===== src/rtl/contrast_stretch.sv =====
// Streaming contrast stretch: out = clamp(((in - MID) * gain) >>> FRAC_W + MID), two-stage
// elastic valid/ready pipeline with a per-frame count of clamped pixels.
module contrast_stretch #(
  parameter int DATA_W = 8,
  parameter int GAIN_W = 8,
  parameter int FRAC_W = 4,
  parameter int MID    = 128,
  parameter int CNT_W  = 16
) (
  input  logic              clk,
  input  logic              rst,
  input  logic              s_valid,
  output logic              s_ready,
  input  logic [DATA_W-1:0] s_data,
  input  logic              s_sof,
  input  logic              s_eof,
  input  logic [GAIN_W-1:0] gain,
  output logic              m_valid,
  input  logic              m_ready,
  output logic [DATA_W-1:0] m_data,
  output logic              m_sof,
  output logic              m_eof,
  output logic [CNT_W-1:0]  sat_count,
  output logic              sat_upd
);

  localparam int PROD_W = DATA_W + GAIN_W + 1;
  localparam int SC_W   = PROD_W + 1;
  localparam int MAXV   = (1 << DATA_W) - 1;

  // stage 1 registers
  logic                     r_v1;
  logic signed [PROD_W-1:0] r_prod1;
  logic                     r_sof1;
  logic                     r_eof1;
  // stage 2 registers (drive the output port)
  logic                     r_v2;
  logic [DATA_W-1:0]        r_data2;
  logic                     r_sof2;
  logic                     r_eof2;
  logic                     r_sat2;
  // frame state
  logic [GAIN_W-1:0]        r_gain_q;
  logic [CNT_W-1:0]         r_acc;
  logic [CNT_W-1:0]         r_sat_count;
  logic                     r_sat_upd;

  logic                     w_rdy1;
  logic                     w_rdy2;
  logic                     w_in_xfer;
  logic                     w_out_xfer;
  logic [GAIN_W-1:0]        w_eff_gain;
  logic signed [DATA_W:0]   w_diff;
  logic signed [PROD_W-1:0] w_diff_x;
  logic signed [PROD_W-1:0] w_gain_x;
  logic signed [PROD_W-1:0] w_prod;
  logic signed [PROD_W-1:0] w_shr;
  logic signed [SC_W-1:0]   w_sc;
  logic                     w_lo;
  logic                     w_hi;
  logic [DATA_W-1:0]        w_clamp;
  logic [CNT_W-1:0]         w_base;
  logic [CNT_W-1:0]         w_nacc;

  assign w_rdy2     = !r_v2 || m_ready;
  assign w_rdy1     = !r_v1 || w_rdy2;
  assign s_ready    = w_rdy1;
  assign w_in_xfer  = s_valid && w_rdy1;
  assign w_out_xfer = r_v2 && m_ready;

  // A sof beat uses its own gain so the whole frame sees one value.
  assign w_eff_gain = s_sof ? gain : r_gain_q;

  assign w_diff   = $signed({1'b0, s_data}) - $signed((DATA_W+1)'(MID));
  assign w_diff_x = {{(PROD_W-DATA_W-1){w_diff[DATA_W]}}, w_diff};
  assign w_gain_x = {{(PROD_W-GAIN_W){1'b0}}, w_eff_gain};
  assign w_prod   = w_diff_x * w_gain_x;

  assign w_shr   = r_prod1 >>> FRAC_W;
  assign w_sc    = {w_shr[PROD_W-1], w_shr} + $signed(SC_W'(MID));
  assign w_lo    = w_sc < 0;
  assign w_hi    = w_sc > $signed(SC_W'(MAXV));
  assign w_clamp = w_lo ? '0 : (w_hi ? '1 : w_sc[DATA_W-1:0]);

  // Frame accumulator restarts on sof and saturates rather than wrapping.
  assign w_base = r_sof2 ? '0 : r_acc;
  assign w_nacc = (w_base == '1) ? w_base : w_base + CNT_W'(r_sat2);

  always_ff @(posedge clk) begin
    if (rst) begin
      r_v1    <= 1'b0;
      r_prod1 <= '0;
      r_sof1  <= 1'b0;
      r_eof1  <= 1'b0;
    end else if (w_rdy1) begin
      r_v1 <= s_valid;
      if (s_valid) begin
        r_prod1 <= w_prod;
        r_sof1  <= s_sof;
        r_eof1  <= s_eof;
      end
    end
  end

  always_ff @(posedge clk) begin
    if (rst) begin
      r_v2    <= 1'b0;
      r_data2 <= '0;
      r_sof2  <= 1'b0;
      r_eof2  <= 1'b0;
      r_sat2  <= 1'b0;
    end else if (w_rdy2) begin
      r_v2 <= r_v1;
      if (r_v1) begin
        r_data2 <= w_clamp;
        r_sof2  <= r_sof1;
        r_eof2  <= r_eof1;
        r_sat2  <= w_lo || w_hi;
      end
    end
  end

  always_ff @(posedge clk) begin
    if (rst) begin
      r_gain_q <= GAIN_W'(1 << FRAC_W);
    end else if (w_in_xfer && s_sof) begin
      r_gain_q <= gain;
    end
  end

  always_ff @(posedge clk) begin
    if (rst) begin
      r_acc       <= '0;
      r_sat_count <= '0;
      r_sat_upd   <= 1'b0;
    end else begin
      r_sat_upd <= 1'b0;
      if (w_out_xfer) begin
        if (r_eof2) begin
          r_sat_count <= w_nacc;
          r_sat_upd   <= 1'b1;
          r_acc       <= '0;
        end else begin
          r_acc <= w_nacc;
        end
      end
    end
  end

  assign m_valid   = r_v2;
  assign m_data    = r_data2;
  assign m_sof     = r_sof2;
  assign m_eof     = r_eof2;
  assign sat_count = r_sat_count;
  assign sat_upd   = r_sat_upd;

endmodule


===== config.mk =====
export PLATFORM = sky130hd
export DESIGN_NAME = contrast_stretch
export DESIGN_NICKNAME = d
export VERILOG_FILES = /design/src/rtl/contrast_stretch.sv
export SDC_FILE = /design/constraint.sdc
export NUM_CORES = 1
export LEC_CHECK = 0
export ABC_AREA = 1
export BUFFER_PORTS_ARGS = -buffer_cell sky130_fd_sc_hd__buf_4
export CAP_MARGIN = 20
export CORE_ASPECT_RATIO = 0.9
export CORE_MARGIN = 5
export CORE_UTILIZATION = 37
export DETAILED_ROUTE_END_ITERATION = 10
export PLACE_DENSITY = 0.65
export SLEW_MARGIN = 20
export SYNTH_ARGS = -nofsm -noshare
export SYNTH_HDL_FRONTEND = slang
export SYNTH_SLANG_ARGS = --single-unit

===== constraint.sdc =====
create_clock -name clk -period 6.3 [get_ports clk]
set_input_delay 1.26 -clock clk [delete_from_list [all_inputs] [get_ports clk]]
set_output_delay 1.26 -clock clk [all_outputs]
set_load 0.02 [all_outputs]

==> qor.txt, run 1 <==
status - completed
XOR/XNOR Fraction of Synth Area - 0.0272
switching share of power - 0.438
CP startpoint - s_sof
Vias - 5311
clock-pin transition on the worst setup and hold timing paths - 60 ps
Die Height - 132 um
Max FO, Critical Path - 9
fin crit share - 0.900
# Post-CTS Setup Buffers - 0
Worst Tran Pin Value - 793 ps
Critical Path Source Type - input port
Core ar. - 16200 um^2
top cell type's share of synthesized area - 0.225
CTS tree - yes
CTS Hold Bufs - 0
WL final - 13.9 mm
Buffers on Ports - 50
Syn Inst Count - 874
CP required - 6540 ps
FF+latch count, synth - 69
delay-heaviest family, CP - adder cells
routed len/inst - 12.3 um
final core occ - 0.431
largest family of logic cells by synthesized area - simple AND/OR/NAND/NOR gates
min Tclk post-route - 5670 ps
initial antenna violation count - 0
Power per Cell Area - 319 nW/um^2
full die area - 19200 um^2
Clock Tree Root - clkbuf_16
MaxCap Viol Count - 0
Max-Slew Margin vs Limit - 0.470
Final ANT Viol Nets - 0
top area cells in the synthesized netlist - dfxtp_1, fa_1, nand2_1
worst path bufs/invs - 9
leading cell types in the layout, fill and taps excluded - nand2_1, inv_1, nor2_1
Reg2Reg Setup Slack - 1580 ps
worst r2r src - r_gain_q[4]$_SDFFE_PP1P_
CP cell instances - buf_4, inv_1, or2_2, o21ai_0, inv_1, nand2_1, fa_1, inv_1, fa_1, inv_1, fa_1, fa_1, inv_1, ha_1, inv_1, o21ai_0, a21oi_1, nand3_1, inv_1, nand2_1, nand3_1, nand2_1, inv_1
row count - 44
Die W - 146 um
drt first pass iters - 4
starting density of the core - 0.379
register share of total power - 0.233
vias in the first global route - 5132
fmax - 176 MHz
Worst VDD drop - 0.000191 V
mean number of vias per cell - 4.70
I/O pin count - 51
first-pass GRT wire length - 24.4 mm
Worst R2R Path Depth - 18
layout cell share with drive strength beyond 1 - 0.119
RSZ-0062 raised after global routing - no
endpoint type of the worst setup path - flop
Int Pwr - 1.25 mW
pin count of the biggest net entering global routing - 63
gr ovfl total - 0
final setup fails - 0
power share of the combinational group - 0.535
classification of the worst setup path - in -> reg
CP max stage delay - 700 ps
initial DRC count - 345
CTS Buffer Depth - 2
TNS Setup - 0 ps
skew final - 4.28 ps
clock power share - 0.232
CP arrival - 5910 ps
Total GRT Usage - 0.150
hold path depth - 2
DP Wirelength - 10.9 mm
Hold Vio Cnt, Final - 0
n_diodes - 0
HP Class - reg -> reg
# nets final - 1028
H-tree levels - 3
Static Leak - 3.54 nW
syn nets - 984
switching power - 0.975 mW
Slew Limit Fails - 0
Synth area leader - dfxtp_1
total CTS buffers - 9
Synth warnings - 0
Simple-Gate Fraction of Synth Area - 0.260
Worst path slowest cell - fa_1
DRC Markers - 0
most used cell, CP - inv_1
leading cell type in the layout, fill and taps excluded - nand2_1
Stages on worst setup path - 23
Placer Congestion - 0.904
Unique masters post-synth - 36
sequential element share of the synthesized area - 0.225
cts repair resizes - 0
post-synthesis adder-cell area fraction - 0.246
mux cell area share after synthesis - 0.00327
compound-cell area share of the yosys netlist - 0.0964
syn avg cell area - 7.01 um^2
area grow syn2layout - 13.9%
R2R Path End - r_prod1[14]$_SDFFE_PP0P_
Syn Std Cell Area - 6130 um^2
clock sink count - 69
crit path capture - r_prod1[16]$_SDFFE_PP0P_
clk_lat worst skew - 340 ps
[Yosys cell counts (all sizes together)]
cell type	number
a21o	1
a21oi	73
buf	7
clkbuf	13
clkinv	3
dfxtp	69
fa	54
ha	34
inv	197
mux2i	2
nand2	212
nand3	41
nand3b	1
nand4	6
nor2	87
nor3	5
nor4	1
o211ai	1
o21ai	39
o21bai	1
or2	8
xnor2	2
xor2	17
[flip-flops by register name (all words and copies together) (netlist names)]
name / cells
r_acc: 16
sat_count: 16
r_prod1: 13
m_data: 8
r_gain_q: 8
m_eof: 1
m_sof: 1
m_valid: 1
r_eof1: 1
r_sat2: 1
r_sof1: 1
r_v1: 1
sat_upd: 1
[cell type report]
class / instances / area (um^2)
Tap cell: 207 / 259
Clock buffer: 11 / 243
Timing Repair Buffer: 53 / 398
Sequential cell: 69 / 1380
Fill cell: 1688 / 9200
Multi-Input combinational cell: 585 / 3890
Inverter: 200 / 756
Clock inverter: 5 / 58.8
[how the worst min path moves through the flow]
stage	to	slack (ps)	from
5_1_grt	r_acc[0]$_SDFFE_PP0P_	480	r_acc[0]$_SDFFE_PP0P_
3_5_place_dp	r_prod1[5]$_SDFFE_PP0P_	450	r_prod1[5]$_SDFFE_PP0P_
4_1_cts	r_prod1[5]$_SDFFE_PP0P_	460	r_prod1[5]$_SDFFE_PP0P_
3_3_place_gp	r_prod1[6]$_SDFFE_PP0P_	440	r_prod1[6]$_SDFFE_PP0P_
2_1_floorplan	r_gain_q[4]$_SDFFE_PP1P_	420	r_gain_q[4]$_SDFFE_PP1P_
6_report	r_prod1[5]$_SDFFE_PP0P_	460	r_prod1[5]$_SDFFE_PP0P_
[per-stage QoR]
stage               instance area (um^2)  hold slack, ps  setup WS (ps)  power, mW  instances
floorplan                           6130             424            675       1.46        874
global placement                    6670             440            313       1.70       1114
detailed placement                  6670             454            250       1.72       1114
CTS                                 6970             463            586       2.24       1130
global route                        6980             478           72.6       2.47       1130
finish                              6980             460            629       2.22       1130
[cell families (layout without fill, tap and decap cells)]
logic type | Yosys count | count (layout)
AND/OR/NAND/NOR | 361 | 361
XOR/XNOR | 19 | 19
multiplexers | 2 | 2
flip-flops | 69 | 69
AO/OA/AOI/OAI | 115 | 115
buffers and inverters | 220 | 269
adder cells (fa/ha/maj) | 88 | 88
[layer usage]
layer	track usage	vias to the layer above	wire [um]
met5	0	-	0
met4	0.0420	0	131
met3	0.0206	8	730
met2	0.227	113	5960
met1	0.224	2460	7040
li1	-	2730	-
[power by group through the flow]
stage	combinational, mW	clock [mW]	sequential, mW
4_1_cts	1.20	0.525	0.517
5_1_grt	1.41	0.543	0.524
3_5_place_dp	1.19	0	0.526
6_report	1.19	0.517	0.517
2_1_floorplan	0.928	0	0.532
3_3_place_gp	1.18	0	0.526
[worst reg2reg max path, delay by kind of cell (launching register included)]
| kind | cells | cell delay, ps |
|---|---|---|
| AO/OA/AOI/OAI | 1 | 560 |
| adder cells (fa/ha/maj) | 5 | 2510 |
| buffers and inverters | 5 | 290 |
| flip-flops | 1 | 320 |
| AND/OR/NAND/NOR | 7 | 940 |
(Power assumes the default switching activity.)
==> run 2, diff against run 1 <==
- PLACE_DENSITY: 0.65 -> 0.67
- clock period: 6.3 -> 5.2 ns (I/O delays scaled with it)
==> qor.txt, run 2 (synthesized netlist as in run 1, its figures left out) <==
CP arrival - 5180 ps
clock-pin transition on the worst setup and hold timing paths - 60 ps
Power per Cell Area - 416 nW/um^2
starting density of the core - 0.379
Static Leak - 3.72 nW
full die area - 19200 um^2
CP required - 5440 ps
status - completed
area grow syn2layout - 19.9%
final setup margin - 262 ps
leading cell types in the layout, fill and taps excluded - nand2_1, inv_1, buf_4
Core ar. - 16200 um^2
skew final - 6.31 ps
first-pass GRT wire length - 24.9 mm
initial antenna violation count - 0
Max-Slew Margin vs Limit - 0.511
endpoint type of the worst setup path - flop
final core occ - 0.454
Max FO, Critical Path - 7
DP Wirelength - 11.2 mm
drt first pass iters - 4
Final ANT Viol Nets - 0
n_diodes - 0
mean number of vias per cell - 4.67
CTS tree - yes
Placer Congestion - 0.886
H-tree levels - 3
gr ovfl total - 0
CTS Buffer Depth - 2
worst slack, placed - -216 ps
WL final - 14.0 mm
Clock Tree Root - clkbuf_16
total CTS buffers - 9
Total GRT Usage - 0.152
CTS Hold Bufs - 0
pin count of the biggest net entering global routing - 63
Worst VDD drop - 0.000262 V
Slew Limit Fails - 0
clock sink count - 69
min Tclk post-route - 4940 ps
clk_lat worst skew - 340 ps
Hold Vio Cnt, Final - 0
Vias - 5439
fmax - 203 MHz
vias in the first global route - 5268
Die Height - 132 um
Critical Path Source Type - input port
classification of the worst setup path - in -> reg
fin crit share - 0.950
initial DRC count - 321
Die W - 146 um
row count - 44
I/O pin count - 51
leading cell type in the layout, fill and taps excluded - nand2_1
HP Class - reg -> reg
final setup fails - 0
DRC Markers - 0
# nets final - 1063
total power - 3.05 mW
routed len/inst - 12.0 um
Worst Tran Pin Value - 733 ps
RSZ-0062 raised after global routing - no
Buffers on Ports - 50
MaxCap Viol Count - 0
layout cell share with drive strength beyond 1 - 0.172
-- run 2: cell types whose count changed in the layout (fill, tap and decap cells not counted), moves of 2 or more --
cell,previous run,this run
buf_4,53,88
o21ai_2,0,5
o21ai_0,35,25
o21ai_1,4,9
ha_4,0,3
ha_1,34,30
inv_1,195,192
inv_2,2,5
a21oi_2,2,5
a21oi_1,71,68
fa_1,54,52
fa_2,0,2
-- run 2: critical path, cell delays in order --
cell and delay, ps:
buf_4 90, inv_2 50, or2_2 260, o21ai_1 130, inv_2 90, nand2_1 140, fa_2 500, buf_4 170
fa_1 520, inv_1 50, fa_1 470, inv_1 50, fa_1 520, inv_1 60, ha_4 250, a21oi_2 150
o21ai_1 100, a21oi_1 160, xor2_1 190, nand2_1 80, nand2_1 70, inv_1 40
-- run 2: final timing paths --
check	startpoint	to	slack, ps	depth (start not counted)
max	s_sof	r_prod1[11]$_SDFFE_PP0P_	260	22
min	r_prod1[5]$_SDFFE_PP0P_	r_prod1[5]$_SDFFE_PP0P_	460	2
max reg2reg	r_gain_q[5]$_SDFFE_PP0P_	r_prod1[10]$_SDFFE_PP0P_	910	19
min reg2reg	r_prod1[5]$_SDFFE_PP0P_	r_prod1[5]$_SDFFE_PP0P_	460	2
-- run 2: layer usage --
layer	share of wire	wire, um	track usage
met5	0	0	0
met4	0.013	182	0.0373
met3	0.040	563	0.0241
met2	0.43	5970	0.235
met1	0.52	7280	0.224
-- run 2: cell type report --
| type | instances | area, um^2 |
|---|---|---|
| Inverter | 200 | 756 |
| Tap cell | 207 | 259 |
| Clock inverter | 7 | 97.6 |
| Sequential cell | 69 | 1380 |
| Clock buffer | 9 | 225 |
| Multi-Input combinational cell | 585 | 3970 |
| Fill cell | 1637 | 8840 |
| Timing Repair Buffer | 88 | 661 |
-- run 2: where the power goes --
part | total [mW] | internal [mW] | switching [mW]
combinational | 1.75 | 0.759 | 0.994
clock | 0.672 | 0.422 | 0.249
sequential | 0.629 | 0.589 | 0.0399
-- run 2: what timing repair did --
action                                  CTS  global route
buffers inserted                          0             5
gates resized for setup                   0            15
endpoints found under the setup margin    0             7
-- run 2: per-stage QoR --
step	std cells	area (um^2)	TNS (ps)	hold slack, ps
after CTS	1160	7260	0	458
after global placement	1144	6940	-578	440
after detailed placement	1144	6940	-1030	449
final	1165	7350	0	456
after global routing	1165	7350	0	472
after floorplan	874	6170	0	429
==> run 3, diff against run 2 <==
- GPL_TIMING_DRIVEN: default -> 0
==> qor.txt, run 3 (synthesized netlist as in run 1, its figures left out) <==
status - completed
fin crit share - 0.958
total power - 2.99 mW
H-tree levels - 3
Max-Slew Margin vs Limit - 0.471
CP cell instances - buf_12, inv_2, or2_2, o21ai_2, inv_1, buf_4, buf_4, nand2_1, fa_1, inv_1, fa_1, ha_1, inv_1, fa_1, inv_1, fa_1, nand3_1, nand2_1, a21o_1, nand2_1, nand2_1, o21ai_0, inv_1
fillers - 1657
Total GRT Usage - 0.155
first-pass GRT wire length - 25.3 mm
Buffers on Ports - 48
clock-pin transition on the worst setup and hold timing paths - 60 ps
clock sink count - 69
skew final - 6.28 ps
DP Wirelength - 11.8 mm
fmax - 201 MHz
Hold Vio Cnt, Final - 0
CP arrival - 5210 ps
full die area - 19200 um^2
min Tclk post-route - 4980 ps
HP Class - reg -> reg
Worst Tran Pin Value - 772 ps
CTS tree - yes
gr ovfl total - 0
Clock Tree Root - clkbuf_16
row count - 44
I/O pin count - 51
endpoint type of the worst setup path - flop
layout cell share with drive strength beyond 1 - 0.174
leading cell type in the layout, fill and taps excluded - nand2_1
routed len/inst - 12.7 um
Die W - 146 um
Placer Congestion - 0.884
leading cell types in the layout, fill and taps excluded - nand2_1, inv_1, nor2_1
mean number of vias per cell - 4.69
worst path bufs/invs - 9
CTS Hold Bufs - 0
Static Leak - 3.64 nW
Power per Cell Area - 407 nW/um^2
CP required - 5430 ps
Worst path slowest cell - fa_1
Core ar. - 16200 um^2
Max FO, Critical Path - 9
initial DRC count - 305
RSZ-0062 raised after global routing - no
Reg2Reg Setup Slack - 930 ps
Critical Path Source Type - input port
CTS Buffer Depth - 2
starting density of the core - 0.379
pin count of the biggest net entering global routing - 13
WL final - 14.7 mm
clk_lat worst skew - 330 ps
MaxCap Viol Count - 0
Vias - 5414
drt first pass iters - 10
# nets final - 1052
DRC Markers - 0
area grow syn2layout - 19.6%
delay-heaviest family, CP - adder cells
CP max stage delay - 530 ps
vias in the first global route - 5317
initial antenna violation count - 0
Post-Layout Cell Count - 1154
Worst VDD drop - 0.000247 V
most used cell, CP - inv_1
total CTS buffers - 9
classification of the worst setup path - in -> reg
post-placement cell count - 1129
Final ANT Viol Nets - 0
n_diodes - 0
Slew Limit Fails - 0
Die Height - 132 um
final setup fails - 0
run 3: cell count changes in the layout (fill, tap and decap cells not counted), moves of 4 or more:
cell | before | now
buf_4 | 88 | 57
clkbuf_1 | 0 | 13
inv_1 | 192 | 186
inv_2 | 5 | 11
nand2_1 | 203 | 198
nand2_2 | 5 | 9
o21ai_1 | 9 | 5
o21ai_4 | 0 | 4
run 3: worst min-delay path, cell delays in order, from the launching register on:
cell     delay [ps]
dfxtp_1         290
inv_1            60
a21oi_1          50
run 3: what timing repair did:
item                                    in CTS  in global routing
pin swaps                                    2                 14
setup buffers                                3                  6
gates cloned                                 0                  0
endpoints found under the setup margin       6                  7
gates resized for setup                      8                 47
run 3: final cells by class:
cell class,instances,area [um^2],area share
clock inverter,6,38.8,0.00529
inverter,200,756,0.103
buffer,20,126,0.0172
clock buffer,10,239,0.0326
multi-input combinational,585,4100,0.560
timing repair buffer,57,428,0.0584
sequential,69,1380,0.188
tap,207,259,0.0353
run 3: where the power goes:
group	total [mW]	switching, mW	internal [mW]
registers	0.625	0.0359	0.589
logic	1.79	1.09	0.701
clock network	0.570	0.236	0.334
run 3: layer usage:
layer / wire (um) / up-vias / GRT usage
li1: - / 2795 / -
met1: 7410 / 2500 / 0.227
met2: 6590 / 106 / 0.247
met3: 534 / 13 / 0.0213
met4: 153 / 0 / 0.0295
met5: 0 / - / 0
run 3: worst paths after layout:
| path | start | to | cells after the start |
|---|---|---|---|
| min | r_prod1[5]$_SDFFE_PP0P_ | r_prod1[5]$_SDFFE_PP0P_ | 2 |
| min reg2reg | r_prod1[5]$_SDFFE_PP0P_ | r_prod1[5]$_SDFFE_PP0P_ | 2 |
| max reg2reg | r_gain_q[2]$_SDFFE_PP0P_ | r_prod1[16]$_SDFFE_PP0P_ | 20 |
| max | s_sof | r_prod1[12]$_SDFFE_PP0P_ | 23 |
run 3: stage by stage:
step	setup WS, ps	util	setup TNS [ps]	cell area (um^2)	hold WS (ps)
6_report	218	0.453	0	7330	456
5_1_grt	7.69	0.453	0	7330	480
3_3_place_gp	-433	0.419	-2940	6790	444
4_1_cts	-2.93	0.439	-2.93	7110	456
2_1_floorplan	43.0	-	0	6170	429
3_5_place_dp	-493	0.419	-3130	6790	448
